==> src/rtl/axis_packet_arbiter_pkg.sv <==
// Shared router definitions: routing header TID value and arbiter FSM states.
package axis_packet_arbiter_pkg;

   // TID value that marks the first flit of a packet (a request for the output).
   localparam int unsigned ROUTING_HEADER = 32'd10;

   // Arbiter FSM states, kept as plain constants for legacy tool compatibility.
   localparam logic [0:0] ST_IDLE   = 1'b0;
   localparam logic [0:0] ST_LOCKED = 1'b1;

endpackage

==> src/rtl/axis_packet_arbiter_rr_arbiter.sv <==
// Combinational round-robin pick: searches upward from last_grant+1 with wrap.
module rr_arbiter #(
   parameter int INPUT_NUMBER       = 5,
   parameter int INPUT_NUMBER_WIDTH = $clog2(INPUT_NUMBER)
) (
   input  logic [INPUT_NUMBER-1:0]       i_req,
   input  logic [INPUT_NUMBER_WIDTH-1:0] i_last_grant,
   output logic [INPUT_NUMBER-1:0]       o_grant_onehot,
   output logic [INPUT_NUMBER_WIDTH-1:0] o_grant_idx,
   output logic                          o_grant_any
);

   logic [INPUT_NUMBER_WIDTH-1:0] w_cand;

   // First requester after last_grant wins; last_grant itself is checked last.
   always_comb begin
      o_grant_onehot = '0;
      o_grant_idx    = '0;
      o_grant_any    = 1'b0;
      w_cand         = '0;
      for (int k = 1; k <= INPUT_NUMBER; k++) begin
         w_cand = INPUT_NUMBER_WIDTH'((int'(i_last_grant) + k) % INPUT_NUMBER);
         if (!o_grant_any && i_req[w_cand]) begin
            o_grant_any            = 1'b1;
            o_grant_idx            = w_cand;
            o_grant_onehot[w_cand] = 1'b1;
         end
      end
   end

endmodule

==> src/rtl/axis_packet_arbiter.sv <==
// Packet-level AXI-Stream arbiter: locks the shared output to one input from
// its routing header until the TLAST handshake, then re-arbitrates round-robin.
module axis_packet_arbiter
   import axis_packet_arbiter_pkg::*;
#(
   parameter int DATA_WIDTH         = 32,
   parameter int ID_WIDTH           = 4,
   parameter int INPUT_NUMBER       = 5,
   parameter int INPUT_NUMBER_WIDTH = $clog2(INPUT_NUMBER)
) (
   input  logic                                   clk,
   input  logic                                   rst,
   input  logic [INPUT_NUMBER-1:0]                in_tvalid,
   output logic [INPUT_NUMBER-1:0]                in_tready,
   input  logic [INPUT_NUMBER-1:0][DATA_WIDTH-1:0] in_tdata,
   input  logic [INPUT_NUMBER-1:0][ID_WIDTH-1:0]   in_tid,
   input  logic [INPUT_NUMBER-1:0]                in_tlast,
   output logic                                   out_tvalid,
   input  logic                                   out_tready,
   output logic [DATA_WIDTH-1:0]                  out_tdata,
   output logic [ID_WIDTH-1:0]                    out_tid,
   output logic                                   out_tlast,
   output logic [INPUT_NUMBER_WIDTH-1:0]          current_grant,
   output logic                                   grant_valid
);

   logic [0:0]                    r_state;
   logic [INPUT_NUMBER_WIDTH-1:0] r_grant;
   logic [INPUT_NUMBER-1:0]       r_grant_oh;
   logic [INPUT_NUMBER_WIDTH-1:0] r_last_grant;

   logic [INPUT_NUMBER-1:0]       w_req;
   logic [INPUT_NUMBER-1:0]       w_pick_oh;
   logic [INPUT_NUMBER_WIDTH-1:0] w_pick_idx;
   logic                          w_pick_any;
   logic                          w_locked;
   logic                          w_last_hs;

   // Only a valid header flit counts as a request for the output.
   always_comb begin
      w_req = '0;
      for (int i = 0; i < INPUT_NUMBER; i++) begin
         w_req[i] = in_tvalid[i] && (in_tid[i] == ID_WIDTH'(ROUTING_HEADER));
      end
   end

   rr_arbiter #(
      .INPUT_NUMBER       (INPUT_NUMBER),
      .INPUT_NUMBER_WIDTH (INPUT_NUMBER_WIDTH)
   ) u_rr (
      .i_req          (w_req),
      .i_last_grant   (r_last_grant),
      .o_grant_onehot (w_pick_oh),
      .o_grant_idx    (w_pick_idx),
      .o_grant_any    (w_pick_any)
   );

   // Unbuffered output mux: the owner drives out directly and sees out's ready.
   always_comb begin
      w_locked   = (r_state == ST_LOCKED);
      out_tvalid = w_locked & in_tvalid[r_grant];
      out_tdata  = in_tdata[r_grant];
      out_tid    = in_tid[r_grant];
      out_tlast  = in_tlast[r_grant];
      in_tready  = {INPUT_NUMBER{w_locked & out_tready}} & r_grant_oh;
      w_last_hs  = out_tvalid && out_tready && out_tlast;
   end

   // FSM: grant a pick only from IDLE, release after the TLAST handshake, which
   // forces one idle bubble between packets.
   always_ff @(posedge clk) begin
      if (rst) begin
         r_state      <= ST_IDLE;
         r_grant      <= '0;
         r_grant_oh   <= INPUT_NUMBER'(1);
         r_last_grant <= INPUT_NUMBER_WIDTH'(INPUT_NUMBER - 1);
      end else begin
         case (r_state)
            ST_IDLE: begin
               if (w_pick_any) begin
                  r_state    <= ST_LOCKED;
                  r_grant    <= w_pick_idx;
                  r_grant_oh <= w_pick_oh;
               end
            end
            ST_LOCKED: begin
               if (w_last_hs) begin
                  r_state      <= ST_IDLE;
                  r_last_grant <= r_grant;
               end
            end
            default: r_state <= ST_IDLE;
         endcase
      end
   end

   assign current_grant = r_grant;
   assign grant_valid   = (r_state == ST_LOCKED);

endmodule

==> config.mk <==
export PLATFORM = sky130hd
export DESIGN_NAME = axis_packet_arbiter
export DESIGN_NICKNAME = d
export VERILOG_FILES = /design/src/rtl/axis_packet_arbiter_pkg.sv /design/src/rtl/axis_packet_arbiter_rr_arbiter.sv /design/src/rtl/axis_packet_arbiter.sv
export SDC_FILE = /design/constraint.sdc
export NUM_CORES = 1
export LEC_CHECK = 0
export BUFFER_PORTS_ARGS = -buffer_cell sky130_fd_sc_hd__buf_2
export CAP_MARGIN = 25
export CORE_MARGIN = 4
export CORE_UTILIZATION = 40
export CTS_CLUSTER_SIZE = 40
export DETAILED_ROUTE_END_ITERATION = 6
export PLACE_DENSITY = 0.75
export SKIP_CTS_REPAIR_TIMING = 1
export SLEW_MARGIN = 20
export SYNTH_ARGS = -nofsm -noshare
export SYNTH_HDL_FRONTEND = slang
export SYNTH_SLANG_ARGS = --single-unit
==> constraint.sdc <==
create_clock -name clk -period 10.7 [get_ports clk]
set_clock_uncertainty 0.2 [all_clocks]
set_input_delay 3.21 -clock clk [delete_from_list [all_inputs] [get_ports clk]]
set_output_delay 3.21 -clock clk [all_outputs]
set_load 0.03 [all_outputs]
-- Yosys cells after proc, flatten, opt, wreduce, memory -nomap -nowiden
Cells that the tools add are included.
- order comparisons: 11
- equal/unequal tests: 5
- shifts and indexed selects: 0
- reductions and logical operators: 22
- bitwise gates (word level): 8
- muxes and demuxes: 46
- divide/modulo/power cells: 5
- add/sub/neg operators: 5
- multiply operators: 0
- operators with widths (operator ; count):
    32-bit by 4-bit modulo with 32-bit output (second input constant) ; 5
    32-bit binary-select mux with 3-bit select ; 1
    32-bit two-way mux ; 1
    5-bit two-way mux ; 5
    3-bit by 4-bit less-than comparator with 1-bit output (second input constant) ; 6
    1-bit binary-select mux with 3-bit select ; 7
    4-bit equality test (second input constant) ; 5
    5-bit OR ; 4
    1-bit two-way mux ; 19
    1-bit logical AND ; 16
    1-bit demux with 3-bit select ; 5
    3-bit by 1-bit >= comparator with 1-bit output (second input constant) ; 5
    3-bit two-way mux ; 5
    4-bit binary-select mux with 3-bit select ; 1
    3-bit by 2-bit adder with 4-bit output (second input constant) ; 2
    3-bit by 3-bit adder with 4-bit output (second input constant) ; 2
    5-bit bitwise AND ; 1
    3-bit by 1-bit adder with 4-bit output (second input constant) ; 1
    1-bit zero test ; 4
    4-bit two-way mux ; 1
    2-bit AND reduction ; 2
    1-bit bitwise AND ; 2
    1-bit case mux with 2 select lines ; 1
    1-bit inverter ; 1
- logic and storage cells: 106
- input port bits: 193
- memories: 0
- memory bits (writable): 0
- latch bits: 0
- register bits after elaboration: 12
- ROM bits: 0

-- Logic depth before layout (Yosys ltp)
Gate-level depths: netlist (run 1).
- depth after elaboration: 19
- mapped depth: 22

-- Cells and area by module
A second synthesis (run 1) with hierarchy kept.
- cell total of the unflattened synthesis: 573
- area, all modules: 4164.0 um^2
- by module, submodules not included (module ; cells an instance ; seq. area each (um^2) ; times used ; area each (um^2)):
    rr_arbiter ; 285 ; 0.0 ; 1 ; 2104.5
    axis_packet_arbiter ; 288 ; 240.2 ; 1 ; 2059.5

-- Worst setup path after synthesis (run 1)
OpenSTA, ideal clock, no wires.
- kind: input port to output port
- start: input in_tlast[3]
- end: output out_tlast
- arrival: 3.999 ns
- setup slack: 3.291 ns
- buffers on the path: 0
- required time: 7.290 ns
- stages: 3
- cell sequence: mux4_2 > a22oi_1 > inv_1
- cells in the longest elaborated chain, start to end: 2
- RTL lines (element ; RTL line ; RTL):
    start, declared ; axis_packet_arbiter.sv:17 ; input logic [INPUT_NUMBER-1:0] in_tlast,
    1-bit binary-select mux with 3-bit select ; axis_packet_arbiter.sv:64 ; out_tlast = in_tlast[r_grant];
    1-bit two-way mux (implied by the code) ; axis_packet_arbiter.sv:64 ;
    end, declared ; axis_packet_arbiter.sv:22 ; output logic out_tlast,
No other way between the ends. The select of a mux whose other input is x is not followed.

-- Final worst setup path (run 1)
- start: input in_tvalid[3]
- end: output out_tvalid
- cells in the longest elaborated chain, start to end: 3
- RTL lines (element ; RTL line ; RTL):
    start, declared ; axis_packet_arbiter.sv:13 ; input logic [INPUT_NUMBER-1:0] in_tvalid,
    1-bit binary-select mux with 3-bit select ; axis_packet_arbiter.sv:61 ; out_tvalid = w_locked & in_tvalid[r_grant];
    1-bit two-way mux (implied by the code) ; axis_packet_arbiter.sv:61 ;
    1-bit bitwise AND ; axis_packet_arbiter.sv:61 ;
    end, declared ; axis_packet_arbiter.sv:18 ; output logic out_tvalid,
No other way between the ends. The select of a mux whose other input is x is not followed.

==> results of run 1 <==
[placed cells by master (no fill, tap or decap), drive strengths merged, types with 8 or more instances in the layout]
cell type and count:
nor2 24, nand3 11, a22o 37, a21oi 18, buf 244, nor3 15
nand2b 8, nand2 16, o21ai 20, and3 10, ha 27, mux4 39
xnor2 9, or3 8, dfxtp 12, inv 23
[path summary, 6_finish.rpt]
kind | slack (ns) | cells past startpoint | end
hold reg to reg | 0.28 | 1 | r_grant_oh[4]
setup / recovery | 2.95 | 5 | out_tvalid
setup reg to reg | 4.12 | 18 | current_grant[0]
hold / removal | 0.28 | 1 | r_grant_oh[4]
[cell type report]
class,count,area [um2],share of cell area
Tap cell,129,161,0.0309
Inverter,25,93.8,0.0180
Timing Repair Buffer,244,1230,0.236
Clock buffer,3,41.3,0.00791
Multi-Input combinational cell,377,3440,0.658
Sequential cell,12,243,0.0465
Antenna cell,4,10.0,0.00192
[synthesized netlist by cell type, drive strengths merged (4+ instances only)]
cell type and number:
and2 7, a41oi 5, o211ai 7, nor4b 6
o21ai 20, nand4 4, a31oi 7, mux4 39
and3 10, xnor2 9, or2 5, mux2i 7
nand3 11, dfxtp 12, buf 14, or3 8
o21a 5, nand2 16, clkbuf 22, nor3 15
a311oi 5, nor2 24, a211oi 7, a21oi 18
inv 23, a22oi 5, a22o 37, o211a 4
nand2b 8, ha 27
[worst max-delay path, delay by kind of cell]
| kind | cells | cell delay, ns |
|---|---|---|
| muxes | 1 | 0.49 |
| buffers and inverters | 2 | 0.31 |
| AOI/OAI and AO/OA | 1 | 0.25 |
| and+or+nand+nor | 1 | 0.08 |
[kinds of logic (layout without fill, tap and decap cells)]
kind of cell,count (synthesis),after routing,synth area share
AOI/OAI and AO/OA,153,153,0.302
xor gates and xnor gates,9,9,0.0249
adders and majority gates,28,28,0.0914
buffers and inverters,61,272,0.0639
DFF,12,12,0.0614
muxes,48,48,0.248
other,0,4,0
and+or+nand+nor,139,139,0.208
[state kept, by name, indices dropped and copies added (netlist names)]
signal / cells
grant_valid: 1
current_grant: 3
r_grant_oh: 5
r_last_grant: 3
[stage by stage]
stage	hold WS, ns	setup WS [ns]
floorplan	0.233	3.29
global route	0.334	2.91
CTS	0.275	2.95
finish	0.282	2.95
detailed placement	0.261	2.97
global placement	0.250	2.93
[power by group]
part | switching, mW | internal (mW) | leakage, nW | total [mW]
registers | 0.0154 | 0.0574 | 0.0990 | 0.0729
logic | 0.493 | 0.262 | 2.28 | 0.755
clock network | 0.0169 | 0.0249 | 0.0216 | 0.0417
[layer usage]
layer / up-vias / GRT usage
li1: 2263 / -
met1: 2368 / 0.417
met2: 335 / 0.483
met3: 38 / 0.143
met4: 2 / 0.116
met5: - / 0
==> impl_metrics.tcl, run 1 <==
set metrics [dict create \
    dr.first_iter.drc_count 531 \
    final_core_util 0.557 \
    min_period_over_period 0.724 \
    drtAntennaViolNets 0 \
    worst_pin_slew_ns 1.04 \
    setup_viol 0 \
    clock_latency_ns 0.24 \
    gp_congestion 0.998 \
    viasPerCell 6.30 \
    regToRegStartpoint "r_last_grant[0]" \
    arrival_ns 4.34 \
    critical_path_class "input pin to output port" \
    min_from "r_grant_oh[4]" \
    status "complete, no violations" \
    met1_length_mm 7.51 \
    final_area_mm2 0.00522 \
    drive_gt1_frac 0.464 \
    initial_utilization 0.418 \
    power_uw 869 \
    num-fill-cells 942 \
    critPathMaxStageDelay_ns 0.49 \
    maxSlewViolCount 0 \
    die_h_um 107 \
    synth.area.top_cells "mux4_2 (22%), ha_1 (8.6%), a22o_1 (8.3%)" \
    cts_sinks 12 \
    ys_ff_latch 12 \
    cp.required_ns 7.29 \
    finalNonFillerCells 794 \
    vdd_ir_drop_max_mv 0.163 \
    async_flop_share 0 \
    rsz0062_at_grt "no" \
    portBuffers 239 \
    synth_largest_area_cell "mux4_2" \
    cp_slowest_cell "mux4_2" \
    clk_pin_slew_ns 0.05 \
    dp_cells 787 \
    cts_buffer_depth 2 \
    die_area_mm2 0.0114 \
    leakage_nw 2.40 \
    area_delta_synth_final_pct 33.3 \
    fmax_mhz 129 \
    crit_top_cell "buf_2" \
    syn_nets 671 \
    yosys.area.top_type_share 0.224 \
    met2_length_mm 8.56 \
    syn_area_per_cell_um2 8.70 \
    yosys_warnings 0 \
    grt_pass1_wl_mm 28.2 \
    start_kind "input pin" \
    ios 240 \
    crit_chain "buf_2 -> mux4_2 -> a22oi_1 -> nor2b_1 -> buf_2" \
    dp.final_hpwl_mm 16.4 \
    crit_start "in_tvalid[3]" \
    dr.pass1.iters 6 \
    htree_levels 1 \
    cp-end-kind "output port" \
    syn_inst 450 \
    grt_pass1_vias 4783 \
    cts_inserted_buffers 3 \
    synth_edf_count 0 \
    wl_met3_mm 2.90 \
    grt_use_total 0.325 \
    drc_errors 0 \
    yosysUniqueCellTypes 73 \
    syn_area_mm2 0.00392 \
    cts_tree "done" \
    hold_violations 0 \
    die-width_um 107 \
    maxCapViolCount 0 \
    place_area_mm2 0.00516 \
    overflow 0 \
    p_per_area_mw_per_mm2 167 \
    antenna_found_initial 6 \
    topRoutingLayerUsed "met5" \
    vias 5006 \
    num_rows 35 \
    tns_ns 0 \
    wl_mm 19.6 \
    fin_crit_ns 7.75 \
    synth_seq_area_share 0.0614 \
    final_nets 884 \
    cts-root-buf "clkbuf_8" \
    wl_per_cell_um 24.7 \
    cp_max_fo 4 \
    grt_max_degree 43 \
    hp-class "register to register" \
    core-area_mm2 0.00937 \
    synth-main-ff-cell "dfxtp_1" \
    max-slew-margin-rel 0.297 \
]
Note: power is estimated with default switching activity, not from simulation.
==> inputs of run 2 (changes only) <==
- ABC_AREA: default -> 1
- PLACE_DENSITY: 0.75 -> 0.78
- clock period: 10.7 -> 6.85 ns (I/O delays scaled with it)
==> run 2 against run 1 <==
Net effect:
- utilization up 0.31 points
- first-iteration DRC count down 13%
- sequential share of layout area about the same
- synthesized cell count rose by 58%
- sequential cell count unchanged
==> impl_metrics.tcl, run 2 <==
set metrics [dict create \
    die_area_mm2 0.0114 \
    grt_use_total 0.283 \
    layout_common_cells "buf_2 (239), nand2_1 (180), inv_1 (98)" \
    grt_pass1_wl_mm 25.9 \
    core-area_mm2 0.00937 \
    num_rows 35 \
    seq_power_share 0.061 \
    critPathMaxStageDelay_ns 0.24 \
    fin_crit_ns 5.36 \
    overflow 0 \
    leakage_nw 3.04 \
    async_flop_share 0 \
    top_register "r_grant_oh" \
    synth_common_cells "nand2_1 (180), inv_1 (99), a21oi_1 (85)" \
    clk_pin_slew_ns 0.05 \
    multiInputGateArea_mm2 0.00313 \
    initial_utilization 0.418 \
    status "complete, no violations" \
    regArea_um2 241 \
    combPwrFrac 0.892 \
    final_nets 1148 \
    final_common_cell "buf_2" \
    wl_mm 17.1 \
    die-width_um 107 \
    p_per_area_mw_per_mm2 317 \
    dp.final_hpwl_mm 14.1 \
    fmax_mhz 187 \
    yosys_warnings 0 \
    drtAntennaViolNets 0 \
    yosys.area.top_type_share 0.172 \
    start_kind "input pin" \
    htree_levels 1 \
    hold_violations 0 \
    sw_frac_of_total 0.627 \
    vdd_ir_drop_max_mv 0.146 \
    p_sw_mw 1.04 \
    yosysUniqueCellTypes 43 \
    syn_area_mm2 0.00392 \
    synth_seq_area_share 0.0613 \
    synth-main-ff-cell "dfxtp_1" \
    syn_inst 713 \
    arrival_ns 3.11 \
    cp_max_fo 2 \
    cts-root-buf "clkbuf_8" \
    critical_path_class "input pin to output port" \
    p_int_uw 620 \
    ios 240 \
    cp_top_family "buffers and inverters" \
    dr.first_iter.drc_count 463 \
    viasPerCell 5.29 \
    synth_edf_count 0 \
    die_h_um 107 \
    grt_pass1_vias 5154 \
    worst_pin_slew_ns 0.803 \
    largest_reg_flops 5 \
    synth_most_common_cell "nand2_1" \
    vias 5597 \
    gp_congestion 0.962 \
    synth.area.top_cells "nand2_1 (17%), a21oi_1 (11%), inv_1 (9.5%)" \
    max-slew-margin-rel 0.465 \
    cts_sinks 12 \
    path_buf_inv 3 \
    antenna_found_initial 6 \
    maxCapViolCount 0 \
    grt_max_degree 80 \
    synth_largest_area_cell "nand2_1" \
    cp_slowest_cell "buf_2" \
    portBuffers 239 \
    syn_nets 934 \
    min_period_over_period 0.783 \
    syn_area_per_cell_um2 5.50 \
    pwr-share-clk 0.048 \
    setup_viol 0 \
    cp.required_ns 4.60 \
    num-fill-cells 1011 \
    ys_ff_latch 12 \
    cts_buffer_depth 2 \
    wl_per_cell_um 16.2 \
    drive_gt1_frac 0.314 \
    cp-end-kind "output port" \
    tns_ns 0 \
    rsz0062_at_grt "no" \
    area_delta_synth_final_pct 33.9 \
    crit_chain "buf_2 -> o21ai_0 -> o22ai_1 -> nand2_1 -> o21ai_0 -> inv_1 -> nor2_1 -> buf_2" \
    power_mw 1.66 \
    drc_errors 0 \
    cts_inserted_buffers 3 \
    dr.pass1.iters 5 \
    cts_tree "done" \
    maxSlewViolCount 0 \
    hp-class "register to register" \
    clock_latency_ns 0.25 \
    final_core_util 0.560 \
]
[run 2: changes by cell type after synthesis, moves of 12 or more]
cell / change
a21oi_1: +68
a221o_1: +34
a22o_1: -37
inv_1: +77
mux4_2: -39
nand2_1: +164
nand3_1: +25
nand4_1: +12
nor2_1: +38
nor3_1: -12
o21ai_0: +34
[run 2: kinds of logic (layout without fill, tap and decap cells)]
logic type / Yosys count / after routing / share of synthesized area
buffers and inverters: 145 / 358 / 0.141
adders and majority gates: 28 / 28 / 0.0913
DFF: 12 / 12 / 0.0613
other: 0 / 4 / 0
xor gates and xnor gates: 7 / 7 / 0.0176
AOI/OAI and AO/OA: 190 / 190 / 0.300
and+or+nand+nor: 331 / 331 / 0.389
[run 2: power groups by stage]
stage	Sequential, mW	Combinational [mW]	Clock [mW]
2_1_floorplan	0.114	1.11	0
3_3_place_gp	0.102	1.45	0
3_5_place_dp	0.102	1.46	0
4_1_cts	0.101	1.47	0.0801
5_1_grt	0.103	1.64	0.0851
6_report	0.101	1.48	0.0793
[run 2: worst min-delay path, delay by kind of cell, from the launching register on]
| kind | cells | cell delay (ns) |
|---|---|---|
| AOI/OAI and AO/OA | 1 | 0.07 |
| and+or+nand+nor | 1 | 0.06 |
| DFF | 1 | 0.32 |
[run 2: cell type report]
cell class | count | share of cell area
diodes | 4 | 0.00191
clock buffers | 4 | 0.0105
inverters | 108 | 0.0773
multi-input cells | 556 | 0.596
flip-flops and latches | 12 | 0.0460
well taps | 129 | 0.0308
repair buffers | 246 | 0.238
[run 2: routing by layer]
metal  track usage  vias to the layer above  part of all wire
li1              -                     2810                 -
met1         0.353                     2502              0.39
met2         0.460                      251              0.47
met3        0.0843                       30              0.11
met4         0.107                        4             0.025
met5             0                        -            0.0015
[run 2: stage by stage]
step                hold slack [ns]  area, um2  setup WS (ns)  std cells
floorplan                     0.233       3920           1.74        713
global placement              0.259       5180           1.51       1051
detailed placement            0.266       5180           1.53       1051
CTS                           0.278       5240           1.53       1055
global route                  0.318       5250           1.30       1059
finish                        0.274       5250           1.49       1059
[run 2: path summary, 6_finish.rpt]
check | endpoint | slack (ns) | cells past startpoint | from
max | out_tvalid | 1.49 | 8 | in_tvalid[2]
min | r_grant_oh[0] | 0.27 | 2 | r_grant_oh[0]
max reg2reg | current_grant[1] | 1.84 | 26 | r_last_grant[0]
min reg2reg | r_grant_oh[0] | 0.27 | 2 | r_grant_oh[0]
